--- src/rtl/pipe_hazard_ctrl.sv ---
// rtl/pipe_hazard_ctrl.sv - pipeline hazard unit: forwarding, load-use/branch/memory stalls, timeout FSM
// Optional HAZARD_FWD_EN: operand forwarding; without it, any pending register write to a Decode source stalls.
module pipe_hazard_ctrl #(
    parameter int MEM_TIMEOUT = 15
) (
    input  logic        clk,
    input  logic        reset,
    input  logic [3:0]  RA1D,
    input  logic [3:0]  RA2D,
    input  logic [3:0]  RA1E,
    input  logic [3:0]  RA2E,
    input  logic [3:0]  WriteAddrE,
    input  logic [3:0]  WriteAddrM,
    input  logic [3:0]  WriteAddrW,
    input  logic        RegWriteE,
    input  logic        RegWriteM,
    input  logic        RegWriteW,
    input  logic        LoadE,
    input  logic        BranchTakenE,
    input  logic        MemReqM,
    input  logic        MemReady,
    output logic [1:0]  ForwardAE,
    output logic [1:0]  ForwardBE,
    output logic        StallF,
    output logic        StallD,
    output logic        StallE,
    output logic        StallM,
    output logic        FlushD,
    output logic        FlushE,
    output logic        FlushW,
    output logic        MemErr,
    output logic [15:0] StallCnt
);

    typedef enum logic [1:0] {IDLE, WAIT, ERR} memState_t;

    localparam logic [3:0] LAST_WAIT = 4'(MEM_TIMEOUT - 1);

    memState_t  state, nextState;
    logic [3:0] waitCnt, nextWaitCnt;
    logic       memStall;
    logic       loadUse;
    logic       regHazard;
    logic [1:0] fwdA, fwdB;

    always_ff @(posedge clk or negedge reset) begin
        if (!reset) begin
            state   <= IDLE;
            waitCnt <= 4'd0;
        end else begin
            state   <= nextState;
            waitCnt <= nextWaitCnt;
        end
    end

    // Stall is raised combinationally so the very first missed cycle already holds the pipe.
    always_comb begin
        nextState   = state;
        nextWaitCnt = waitCnt;
        memStall    = 1'b0;
        case (state)
            IDLE: begin
                if (MemReqM && !MemReady) begin
                    nextState   = WAIT;
                    nextWaitCnt = 4'd0;
                    memStall    = 1'b1;
                end
            end
            WAIT: begin
                if (MemReady) begin
                    nextState = IDLE;
                end else begin
                    memStall = 1'b1;
                    if (waitCnt == LAST_WAIT) begin
                        nextState = ERR;
                    end else begin
                        nextWaitCnt = waitCnt + 4'd1;
                    end
                end
            end
            ERR: begin
                memStall = 1'b1;
            end
            default: begin
                nextState = IDLE;
            end
        endcase
    end

    assign loadUse = LoadE && ((WriteAddrE == RA1D) || (WriteAddrE == RA2D));

`ifdef HAZARD_FWD_EN
    function automatic logic [1:0] fwdSel(input logic [3:0] src);
        if (RegWriteM && (WriteAddrM == src) && (src != 4'hF)) begin
            return 2'b10;
        end else if (RegWriteW && (WriteAddrW == src) && (src != 4'hF)) begin
            return 2'b01;
        end
        return 2'b00;
    endfunction

    assign fwdA      = fwdSel(RA1E);
    assign fwdB      = fwdSel(RA2E);
    assign regHazard = 1'b0;

    logic unusedSink;
    assign unusedSink = RegWriteE;
`else
    function automatic logic depHit(input logic [3:0] src);
        return (src != 4'hF) &&
               ((RegWriteE && (WriteAddrE == src)) ||
                (RegWriteM && (WriteAddrM == src)) ||
                (RegWriteW && (WriteAddrW == src)));
    endfunction

    assign fwdA      = 2'b00;
    assign fwdB      = 2'b00;
    assign regHazard = depHit(RA1D) || depHit(RA2D);

    logic unusedSink;
    assign unusedSink = ^{RA1E, RA2E};
`endif

    // Reset gates every combinational output so nothing leaks out while reset is held.
    always_comb begin
        StallF    = 1'b0;
        StallD    = 1'b0;
        StallE    = 1'b0;
        StallM    = 1'b0;
        FlushD    = 1'b0;
        FlushE    = 1'b0;
        FlushW    = 1'b0;
        ForwardAE = 2'b00;
        ForwardBE = 2'b00;
        if (reset) begin
            ForwardAE = fwdA;
            ForwardBE = fwdB;
            if (memStall) begin
                StallF = 1'b1;
                StallD = 1'b1;
                StallE = 1'b1;
                StallM = 1'b1;
                FlushW = 1'b1;
            end else if (BranchTakenE) begin
                FlushD = 1'b1;
                FlushE = 1'b1;
            end else if (loadUse || regHazard) begin
                StallF = 1'b1;
                StallD = 1'b1;
                FlushE = 1'b1;
            end
        end
    end

    assign MemErr = (state == ERR);

    always_ff @(posedge clk or negedge reset) begin
        if (!reset) begin
            StallCnt <= 16'd0;
        end else if (StallF && (StallCnt != 16'hFFFF)) begin
            StallCnt <= StallCnt + 16'd1;
        end
    end

endmodule

--- config.mk ---
export PLATFORM = sky130hd
export DESIGN_NAME = pipe_hazard_ctrl
export DESIGN_NICKNAME = d
export VERILOG_FILES = /design/src/rtl/pipe_hazard_ctrl.sv
export SDC_FILE = /design/constraint.sdc
export NUM_CORES = 1
export LEC_CHECK = 0
export BUFFER_PORTS_ARGS = -buffer_cell sky130_fd_sc_hd__buf_2
export CAP_MARGIN = 30
export CORE_UTILIZATION = 25
export CTS_BUF_LIST = sky130_fd_sc_hd__clkbuf_4 sky130_fd_sc_hd__clkbuf_8
export CTS_CLUSTER_DIAMETER = 150
export DETAILED_ROUTE_END_ITERATION = 16
export PLACE_DENSITY = 0.56
export SLEW_MARGIN = 5
export SYNTH_ARGS = -nofsm -noshare
export SYNTH_HDL_FRONTEND = slang
export SYNTH_SLANG_ARGS = --single-unit
--- constraint.sdc ---
create_clock -name clk -period 5.55 [get_ports clk]
set_clock_uncertainty 0.05 [all_clocks]
set_input_delay 0.555 -clock clk [delete_from_list [all_inputs] [get_ports clk]]
set_output_delay 0.555 -clock clk [all_outputs]
set_load 0.01 [all_outputs]
### Yosys cells after proc, flatten, opt, wreduce, memory -nomap -nowiden

Index checks and enable logic that the tools add are counted.

| operators by class | value |
|---|---|
| add/subtract/negate cells | 2 |
| eq/ne operators | 16 |
| mux-type cells | 23 |
| bitwise operators | 1 |
| reductions and logical operators | 23 |

Operators with widths:

| kind | count |
|---|---|
| 4-bit equality test | 6 |
| 16-bit by 1-bit adder with 16-bit output (second input constant) | 1 |
| 16-bit != test (second input constant) | 1 |
| 1-bit 2-to-1 mux | 14 |
| 4-bit 2-to-1 mux | 3 |
| 1-bit logical AND | 11 |
| 4-bit != test (second input constant) | 2 |
| 4-bit case mux with 2 select lines | 1 |
| 1-bit logical OR | 7 |
| 2-bit 2-to-1 mux | 3 |
| 2-bit != test (second input constant) | 3 |
| 2-bit case mux with 3 select lines | 1 |
| 4-bit by 1-bit adder with 4-bit output (second input constant) | 1 |
| 4-bit equality test (second input constant) | 1 |
| 4-bit AND reduction | 1 |
| 3-bit != test (second input constant) | 1 |
| 1-bit case mux with 3 select lines | 1 |
| 3-bit AND reduction | 1 |
| 2-bit by 1-bit equality test with 1-bit output (second input constant) | 1 |
| 2-bit equality test (second input constant) | 1 |
| 2-bit logical NOT | 1 |
| 2-bit nonzero test | 1 |
| 1-bit logical NOT | 1 |
| 1-bit NOT | 1 |

| word-level totals | value |
|---|---|
| flip-flop bits (word level) | 22 |
| logic and storage cells | 68 |

### Logic depth before layout (Yosys ltp)

Gate-level depths: netlist of the first run.

| logic depth | value |
|---|---|
| word-level depth | 12 |
| depth in mapped cells | 9 |

### Least setup slack after synthesis of the first run

No wires, ideal clock.

| path | value |
|---|---|
| path type | input-to-output |
| start point | in RA2D[3] |
| end point | out StallF |
| data arrival time | 1.886 ns |
| data required time | 4.945 ns |
| setup slack | 3.059 ns |
| stages on the path | 7 |
| buffers on the path | 2 |
| cells stage by stage | buf_6 -> xnor2_1 -> nand4_1 -> o22ai_1 -> nor4_2 -> o21ai_0 -> buf_4 |

| on the way | value |
|---|---|
| word-level cells in the longest chain between the ends | 11 |

Ends and longest elaborated chain:

| item | RTL line | source |
|---|---|---|
| start, declared | 9 | `input logic [3:0] RA2D,` |
| 4-bit equality test (on tied branches) | 90, 111, 112 |  |
| 1-bit logical AND (on tied branches) | 111, 112 |  |
| 1-bit logical OR | 111 | `((RegWriteE && (WriteAddrE == src)) \|\|` |
| 1-bit logical OR | 112 | `(RegWriteM && (WriteAddrM == src)) \|\|` |
| 1-bit logical AND | 110 | `return (src != 4'hF) &&` |
| 1-bit logical OR | 118 | `assign regHazard = depHit(RA1D) \|\| depHit(RA2D);` |
| 1-bit logical OR (*) | 147 | `end else if (loadUse \|\| regHazard) begin` |
| 1-bit 2-to-1 mux (*) (4 in series) | - |  |
| end, declared | 24 | `output logic StallF,` |

Every way passes the cells marked *; elsewhere a longest branch is shown, timed or not.

### Worst setup path in the final report of the first run

| path | value |
|---|---|
| start point | in RA1D[2] |
| end point | out StallD |

| on the way | value |
|---|---|
| word-level cells in the longest chain between the ends | 11 |

Ends and longest elaborated chain:

| item | RTL line | source |
|---|---|---|
| start, declared | 8 | `input logic [3:0] RA1D,` |
| 4-bit equality test (on tied branches) | 90, 111, 112 |  |
| 1-bit logical AND (on tied branches) | 111, 112 |  |
| 1-bit logical OR | 111 |  |
| 1-bit logical OR | 112 |  |
| 1-bit logical AND | 110 |  |
| 1-bit logical OR | 118 |  |
| 1-bit logical OR (*) | 147 |  |
| 1-bit 2-to-1 mux (*) | 147 |  |
| 1-bit 2-to-1 mux (*) | 144 | `end else if (BranchTakenE) begin` |
| 1-bit 2-to-1 mux (*) | 138 | `if (memStall) begin` |
| 1-bit 2-to-1 mux (*) | 135 | `if (reset) begin` |
| end, declared | 25 | `output logic StallD,` |

Marked as above.

==> results of run 1 <==
worst reg2reg max path, cell delays in order (launching register included):
cell      delay, ns
dfrtp_1        0.39
nor2_2         0.24
o21a_1         0.28
o21ai_1        0.16
inv_1          0.17
a21oi_1        0.09
a221oi_4       0.61
mux2_2         0.41
through the flow:
stage | setup slack (ns) | hold WS (ns) | total power [mW] | area (um2)
global route | 2.54 | 0.255 | 0.510 | 1890
detailed placement | 2.71 | 0.432 | 0.366 | 1830
CTS | 2.70 | 0.241 | 0.484 | 1890
finish | 2.78 | 0.219 | 0.477 | 1890
global placement | 2.71 | 0.430 | 0.364 | 1830
floorplan | 3.06 | 0.209 | 0.313 | 1570
routing by layer:
metal / GRT usage, % / share of wire [%] / up-vias
li1: - / - / 676
met1: 14.0 / 49 / 608
met2: 19.2 / 46 / 32
met3: 1.24 / 3.8 / 2
met4: 3.57 / 0.54 / 0
met5: 0 / 0 / -
registers in the layout (all words and copies together) (netlist names):
register / count
waitCnt: 4
state: 2
StallCnt: 16
cell usage in the layout, fill, tap and decap left out, drive strengths merged, types with 6 or more instances in the layout:
| master | count |
|---|---|
| a21oi | 9 |
| and2 | 6 |
| and3 | 6 |
| buf | 52 |
| dfrtp | 22 |
| inv | 10 |
| nand2 | 11 |
| nand3 | 11 |
| nand4 | 11 |
| nor2 | 12 |
| o21ai | 12 |
| xnor2 | 33 |
power breakdown:
part | total [mW] | switching, mW | internal [mW]
Sequential | 0.220 | 0.0334 | 0.186
Combinational | 0.142 | 0.0778 | 0.0646
Clock | 0.115 | 0.0523 | 0.0632
worst max-delay path by stage:
stage / start / slack (ns) / depth (start not counted) / end
after global placement: RA1D[2] / 2.71 / 7 / StallF
after global routing: RA1D[2] / 2.54 / 7 / StallD
after CTS: RA2D[0] / 2.70 / 7 / StallD
after floorplan: RA2D[3] / 3.06 / 7 / StallF
after detailed placement: RA2D[0] / 2.71 / 7 / StallD
final: RA1D[2] / 2.78 / 7 / StallD
synthesized netlist by cell type, types with 2 or more instances:
cell / instances / share of area (%)
nand3_1: 9 / 2.9
nand2_1: 11 / 2.6
nand4_1: 10 / 4.0
nor2_1: 11 / 2.6
o22ai_1: 3 / 1.2
buf_6: 3 / 2.2
inv_1: 10 / 2.4
and3_1: 6 / 2.4
a21oi_1: 9 / 2.9
buf_4: 8 / 3.8
o21ai_0: 11 / 3.5
nand3_2: 2 / 1.3
and2_1: 4 / 1.6
nor3_1: 2 / 0.64
and2_2: 2 / 0.96
xnor2_1: 33 / 18
ha_1: 3 / 2.4
dfrtp_1: 22 / 35
final cells by class:
class | instances | area, um2 | share of cell area, %
sequential | 22 | 551 | 29.1
tap | 75 | 93.8 | 4.97
clock buffer | 4 | 55.1 | 2.91
multi-input combinational | 133 | 892 | 47.2
timing repair buffer | 52 | 260 | 13.8
inverter | 10 | 37.5 | 1.99
kinds of logic after synthesis:
logic type,after synthesis,share of synthesized area (%)
and+or+nand+nor,61,21.6
muxes,2,1.36
buffers and inverters,21,8.41
other,1,0.240
adders and majority gates,3,2.40
AOI/OAI and AO/OA,29,11.7
xor gates and xnor gates,34,19.1
DFF,22,35.2
==> summary.md, run 1 <==
| Metric | Value |
|---|---|
| Status | finished, final reports clean |
| Rows | 28 |
| Leak | 0.892 nW |
| # setup viols final | 0 |
| Worst hold path class | input pin to async pin |
| CP dominant cell by count | buf_2 |
| Post-route insts no fill | 296 |
| Final nets | 262 |
| Synth Register Bits | 22 |
| Reg2reg start | state[1] |
| HPWL Detailed | 2760 um |
| Worst path max stage delay | 0.54 ns |
| DR DRC count | 0 |
| RD Place Congestion | 0.778 |
| Seq/Total Area, Yosys | 35.2% |
| Final hold vios | 0 |
| Crit path kind | input pin to output port |
| Core Util, Final | 31.5% |
| Max Fclk | 362 MHz |
| Register-to-Register Path Depth | 7 |
| Post-synth EDFFs | 0 |
| CTS Buf Count | 3 |
| Global-route wire length before repair | 5620 um |
| Max-slew headroom | 50.1% |
| Critical path peak fanout | 4 |
| Crit path capture type | output port |
| Fillers | 623 |
| Final ANT Viol Nets | 0 |
| Dpl cells | 292 |
| Initial DRC count | 32 |
| Clock sink total | 22 |
| Pin count of the biggest net entering global routing | 27 |
| Unrepaired setup endpoints after global routing | false |
| TritonRoute pass-1 iters | 4 |
| Distinct cells, synth | 32 |
| Post-synth top flop | dfrtp_1 |
| Worst Tran Pin Value | 0.748 ns |
| Die ar. | 0.00657 mm2 |
| H-tree depth | 1 |
| Latest clock arrival within the worst-skew pair | 0.26 ns |
| Syn Inst Count | 173 |
| CP delay by family, top | simple AND/OR/NAND/NOR gates |
| Clock slew at reported path FFs | 0.08 ns |
| Post_cts resized | 0 |
| CTS tree | built |
| CTS Hold Bufs | 0 |
| Starting Density | 26.1% |
| Root Buffer | clkbuf_8 |
| Number of port buffers | 52 |
| GR Util All Layers | 11.0% |
| CP cell instances | buf_2 -> nand3_1 -> a21oi_1 -> o22ai_1 -> nor4_2 -> o21ai_0 -> buf_2 |
| Post-CTS Setup Bufs | 0 |
| Core ar. | 0.00599 mm2 |
| Vias | 1,318 |
| Slew Limit Fails | 0 |
| Final min period | 2.77 ns |
| Syn Area/Cell | 9.03 um2 |
| Critical path buffers and inverters | 2 |
| Diode count | 0 |
| Final worst-path cycle share | 49.8% |
| Required time of the critical path | 4.95 ns |
| Synthesized cell area | 0.00156 mm2 |
| Crit path DAT | 2.16 ns |
| Reg2Reg Capture Point | StallCnt[1] |
| Number of max-cap violations | 0 |
| Syn-to-layout area delta | 20.9% |
| Die height | 81.1 um |
| Via density | 4.45 |
| Initial antenna violation count | 0 |
| PwrDens | 253 mW/mm2 |
| Slowest cell on crit path | nor4_2 |
| Share of post-route cells with drive strength above 1 | 30.3% |
| Number of global-route vias before repair | 1,288 |
| GRT overflow | 0 |
| Critical path launch point type | input pin |
| R2R Setup Slk | 3.05 ns |
| Post-synth ARST share | 100% |
| Die X-Extent | 81.1 um |
| Routed WL | 3530 um |
| VDD IR max | 0.000190 V |
| Mean routed wirelength per cell | 11.9 um |
| Max Root-Sink Buffers | 2 |
| Ports | 65 |
| Syn. warnings | 0 |
| Setup TNS | 0 ns |
(Power assumes the default switching activity.)
==> run 2: changes to the inputs <==
- clock period: 5.55 -> 2.6 ns (I/O delays scaled with it)
==> run 2 against run 1 <==
Sequential share of layout area fell by 0.84 points. Hold slack improved by 0.070 ns. Sequential cell count did not move. Global-route usage rose by 0.33 points. Cell count rose by 1.7%. Critical path depth rose by 1. Combinational power rose by 120%. Total power rose by 130%. Highest routed layer unchanged.
==> summary.md, run 2 (synthesis gave the netlist of run 1 again) <==
| Metric | Value |
|---|---|
| Clock sink total | 22 (unchanged) |
| Routed WL | 3640 um (+3.1%) |
| Commonest cells after routing, fill and taps aside | buf_2, xnor2_1, dfrtp_1 |
| Post-CTS Setup Bufs | 0 (unchanged) |
| Global-route wire length before repair | 5790 um (+3.0%) |
| Die height | 81.1 um (unchanged) |
| Required time of the critical path | 2.70 ns (-2.25 ns) |
| Critical path launch point type | register |
| Post_cts resized | 0 (unchanged) |
| Worst hold path class | input pin to register |
| Met3 Wirelength | 173 um (+28%) |
| HPWL Detailed | 2910 um (+5.5%) |
| Starting Density | 26.1% (unchanged) |
| TritonRoute pass-1 iters | 4 (unchanged) |
| WHS | 0.289 ns (+0.0702 ns) |
| Leak | 0.923 nW (+3.5%) |
| Initial DRC count | 27 (-16%) |
| Final min period | 2.15 ns |
| Latest clock arrival within the worst-skew pair | 0.26 ns (about the same) |
| Crit path kind | register to register |
| Unrepaired setup endpoints after global routing | false |
| Critical path peak fanout | 9 (+5) |
| Setup TNS | 0 ns (unchanged) |
| Pin count of the biggest net entering global routing | 19 (-30%) |
| Crit path DAT | 2.26 ns (+0.10 ns) |
| # setup viols final | 0 (unchanged) |
| CTS tree | built |
| Ports | 65 (unchanged) |
| Slack of the critical path | 0.446 ns (-2.34 ns) |
| Number of port buffers | 52 (unchanged) |
| Initial antenna violation count | 0 (unchanged) |
| PwrDens | 567 mW/mm2 (+120%) |
| Diode count | 0 (unchanged) |
| Final worst-path cycle share | 82.9% |
| Root Buffer | clkbuf_8 |
| Slew Limit Fails | 0 (unchanged) |
| Rows | 28 (unchanged) |
| Number of max-cap violations | 0 (unchanged) |
| Number of global-route vias before repair | 1,345 (+4.4%) |
| Share of post-route cells with drive strength above 1 | 31.4% (+1.1 points) |
| Status | finished, final reports clean |
| Mean routed wirelength per cell | 12.1 um (+1.4%) |
| Max reg flops | 16 (unchanged) |
| Vias | 1,360 (+3.2%) |
| Via density | 4.52 (+1.5%) |
| DR DRC count | 0 (unchanged) |
| DP Worst Slack | 0.409 ns (-2.30 ns) |
| Die ar. | 0.00657 mm2 (unchanged) |
| Post-route cell area | 0.00195 mm2 (+3.0%) |
| Top reg by flops | StallCnt |
| Clock slew at reported path FFs | 0.08 ns (about the same) |
| Top Layer Used | met4 |
| CTS Buf Count | 3 (unchanged) |
| GR Util All Layers | 11.3% (+0.33 points) |
| Placed cell areas | 0.00186 mm2 (+1.6%) |
| Most common cell after layout, fill and taps aside | buf_2 |
| Final nets | 267 (+1.9%) |
| Max Fclk | 464 MHz |
| VDD IR max | 0.000377 V (+99%) |
| Final ANT Viol Nets | 0 (unchanged) |
| Met2 wire length | 1730 um (+5.4%) |
| Met1 wire length | 1720 um (-1.0%) |
| Final hold vios | 0 (unchanged) |
| Die X-Extent | 81.1 um (unchanged) |
| Biggest regs | StallCnt x16, waitCnt x4, state x2 |
| Syn-to-layout area delta | 24.5% |
| CTS Hold Bufs | 1 (+1) |
| Max Root-Sink Buffers | 2 (unchanged) |
| GRT overflow | 0 (unchanged) |
| Core ar. | 0.00599 mm2 (unchanged) |
| Crit path capture type | register |
| RD Place Congestion | 0.802 (+3.1%) |
| H-tree depth | 1 (unchanged) |
[run 2: cell count changes in the layout (fill, tap and decap cells not counted)]
cell and change:
buf_4 +4, bufinv_16 +1, clkbuf_8 -1, dlygate4sd3_1 +1
[run 2: stage by stage]
stage          utilization, %  total power [mW]  std cells
6_report                 32.5              1.10        301
4_1_cts                  32.5              1.11        301
5_1_grt                  32.5              1.18        301
2_1_floorplan               -             0.669        176
3_5_place_dp             31.1             0.792        296
3_3_place_gp             31.1             0.785        296
[run 2: power by group]
part           total, mW  switching, mW  internal, mW
Sequential         0.471         0.0736         0.397
Combinational      0.314          0.167         0.147
Clock              0.319          0.114         0.206
[run 2: cell type report]
type | count | area (um2)
clock buffers | 3 | 41.3
flip-flops and latches | 22 | 551
repair buffers | 57 | 300
inverters | 10 | 37.5
clock inverters | 1 | 30.0
fillers | 636 | 4050
multi-input cells | 133 | 892
well taps | 75 | 93.8
[run 2: worst max-delay path, stage by stage, from the launching register on]
cell and delay, ns:
dfrtp_1 0.39, nor2_2 0.22, o21a_1 0.25, o21ai_1 0.15
inv_1 0.14, a21oi_1 0.08, a221oi_4 0.20, buf_4 0.22
mux2_2 0.34
[run 2: final timing paths]
path,start,endpoint,slack [ns],cells past startpoint
max in group asynchronous,reset,waitCnt[1],1.70,3
min,MemReady,state[0],0.29,4
min reg2reg,StallCnt[9],StallCnt[9],0.44,1
min in group asynchronous,reset,waitCnt[3],0.32,2
max reg2reg,state[1],StallCnt[1],0.45,8
max,state[1],StallCnt[1],0.45,8
[run 2: routing by layer]
metal | track usage (%) | vias up
met5 | 0 | -
met4 | 3.75 | 0
met3 | 1.24 | 2
met2 | 20.2 | 39
met1 | 14.1 | 629
li1 | - | 690
==> run 3: changes to the inputs <==
- PLACE_DENSITY: 0.56 -> 0.58
- clock period: 2.6 -> 1.7 ns (I/O delays scaled with it)
==> run 3 against run 2 <==
The flow now finishes with violations (negative hold slack, negative setup slack). Sequential share of layout area down 4.7 points. Routed wire length up 14%. Sequential power grew 41%. Clock power up 17%. Critical endpoint unchanged. Sequential cell count did not move. Register-to-register slack worse by 0.56 ns. Combinational power increased by 130%. Largest cell class unchanged. Worst setup slack worse by 0.56 ns. Critical path depth stayed put. Maximum frequency up 18%. Die area is the same. Cell count is 10% higher.
==> summary.md, run 3 (synthesis gave the netlist of run 1 again) <==
| Metric | Value |
|---|---|
| Status | finished, violations left |
| Failing checks | negative hold slack, negative setup slack |
| Syn-to-layout area delta | 49.2% |
| Die ar. | 0.00657 mm2 (unchanged) |
| Critical path launch point type | register |
| GR Util All Layers | 12.6% (+1.3 points) |
| Post-route total power | 1.77 mW (+61%) |
| Via density | 4.47 (-1.1%) |
| Setup TNS | -0.805 ns (-0.805 ns) |
| Die X-Extent | 81.1 um (unchanged) |
| CTS Buf Count | 3 (unchanged) |
| Final ANT Viol Nets | 0 (unchanged) |
| DP Worst Slack | -0.367 ns (-0.777 ns) |
| Initial antenna violation count | 0 (unchanged) |
| Routed WL | 4140 um (+14%) |
| Final min period | 1.82 ns (-0.335 ns) |
| Starting Density | 26.1% (unchanged) |
| HPWL Detailed | 3130 um (+7.5%) |
| Slack of the critical path | -0.119 ns (-0.565 ns) |
| Final hold vios | 16 (+16) |
| Max Fclk | 550 MHz (+18%) |
| Crit path kind | register to register |
| Mean routed wirelength per cell | 12.5 um (+3.5%) |
| Post-route cell area | 0.00233 mm2 (+20%) |
| GRT overflow | 0 (unchanged) |
| Initial DRC count | 14 (-48%) |
| # setup viols final | 18 (+18) |
| Ports | 65 (unchanged) |
| Final worst-path cycle share | 107% (+24 points) |
| CP delay by family, top | compound AO/OA/AOI/OAI gates |
| Leak | 1.11 nW (+20%) |
| Worst hold path class | input pin to async pin |
| Slew Limit Fails | 0 (unchanged) |
| RD Place Congestion | 0.843 (+5.1%) |
| Most common cell after layout, fill and taps aside | buf_2 |
| Latest clock arrival within the worst-skew pair | 0.26 ns (about the same) |
| Max Root-Sink Buffers | 2 (unchanged) |
| Diode count | 0 (unchanged) |
| PwrDens | 761 mW/mm2 (+34%) |
| Biggest regs | StallCnt x16, waitCnt x4, state x2 |
| Dpl cells | 318 (+7.4%) |
| Vias | 1,479 (+8.8%) |
| H-tree depth | 1 (unchanged) |
| VDD IR max | 0.000619 V (+64%) |
| Post-route insts no fill | 331 (+10%) |
| Placed cell areas | 0.00208 mm2 (+11%) |
| Clock sink total | 22 (unchanged) |
| CP cell instances | nor2_2 -> o21a_1 -> o21ai_4 -> inv_2 -> a21oi_4 -> a221oi_4 -> buf_12 -> mux2_4 |
| Core ar. | 0.00599 mm2 (unchanged) |
| Number of max-cap violations | 0 (unchanged) |
| Number of port buffers | 52 (unchanged) |
| Top reg by flops | StallCnt |
| Unrepaired setup endpoints after global routing | true |
| Number of global-route vias before repair | 1,408 (+4.7%) |
| Die height | 81.1 um (unchanged) |
| Slowest cell on crit path | dfrtp_1 |
| Global-route wire length before repair | 6420 um (+11%) |
| Root Buffer | clkbuf_8 |
| Clock slew at reported path FFs | 0.08 ns (about the same) |
| Share of post-route cells with drive strength above 1 | 47.7% (+16 points) |
| Max reg flops | 16 (unchanged) |
| CTS tree | built |
| Final nets | 297 (+11%) |
| Worst path max stage delay | 0.39 ns (about the same) |
| Commonest cells after routing, fill and taps aside | buf_2, buf_4, xnor2_1 |
| Critical path buffers and inverters | 2 (unchanged) |
| Crit path capture type | register |
| DR DRC count | 0 (unchanged) |
| Crit path DAT | 1.92 ns (-0.34 ns) |
| Required time of the critical path | 1.80 ns (-0.90 ns) |
| Pin count of the biggest net entering global routing | 22 (+3) |
| Critical path peak fanout | 8 (-1) |
| TritonRoute pass-1 iters | 4 (unchanged) |
| Rows | 28 (unchanged) |
| Core Util, Final | 38.9% (+6.4 points) |
| WHS | -0.00394 ns (-0.293 ns) |
[run 3: changes by cell type in the layout (fill, tap and decap cells not counted), sizes merged]
cell / delta
buf: +30
bufinv: -1
clkbuf: +1
[run 3: layout make-up]
type                    instances  area (um2)
fillers                       591        3660
clock buffers                   4        55.1
repair buffers                 87         572
flip-flops and latches         22         551
multi-input cells             133        1020
inverters                      10        37.5
well taps                      75        93.8
[run 3: path summary, 6_finish.rpt]
kind	endpoint	startpoint	depth (start not counted)	slack, ns
hold / removal	StallCnt[3]	reset	2	-0.004
max in group asynchronous	waitCnt[3]	reset	2	1.13
setup / recovery	StallCnt[1]	state[1]	8	-0.12
min in group clk	state[0]	MemReqM	3	0.20
hold reg to reg	StallCnt[6]	StallCnt[6]	1	0.45
setup reg to reg	StallCnt[1]	state[1]	8	-0.12
[run 3: routing by layer]
layer	up-vias	GRT usage (%)	share of wire, %
met4	0	5.36	1.9
met2	39	21.7	48
met3	8	1.24	3.6
li1	750	-	-
met5	-	0	0
met1	682	16.0	46
[run 3: what timing repair did]
item,4_1_cts,5_1_grt
hold endpoints to repair,1,0
setup endpoints to repair,13,23
pin swaps,14,9
buffers inserted,7,2
hold buffers,1,0
resized for setup,15,20
gates cloned,1,0
[run 3: power by group]
group          leakage (nW)  internal, mW  switching, mW
logic                 0.792         0.358          0.376
registers             0.285         0.608         0.0583
clock network        0.0288         0.206          0.167
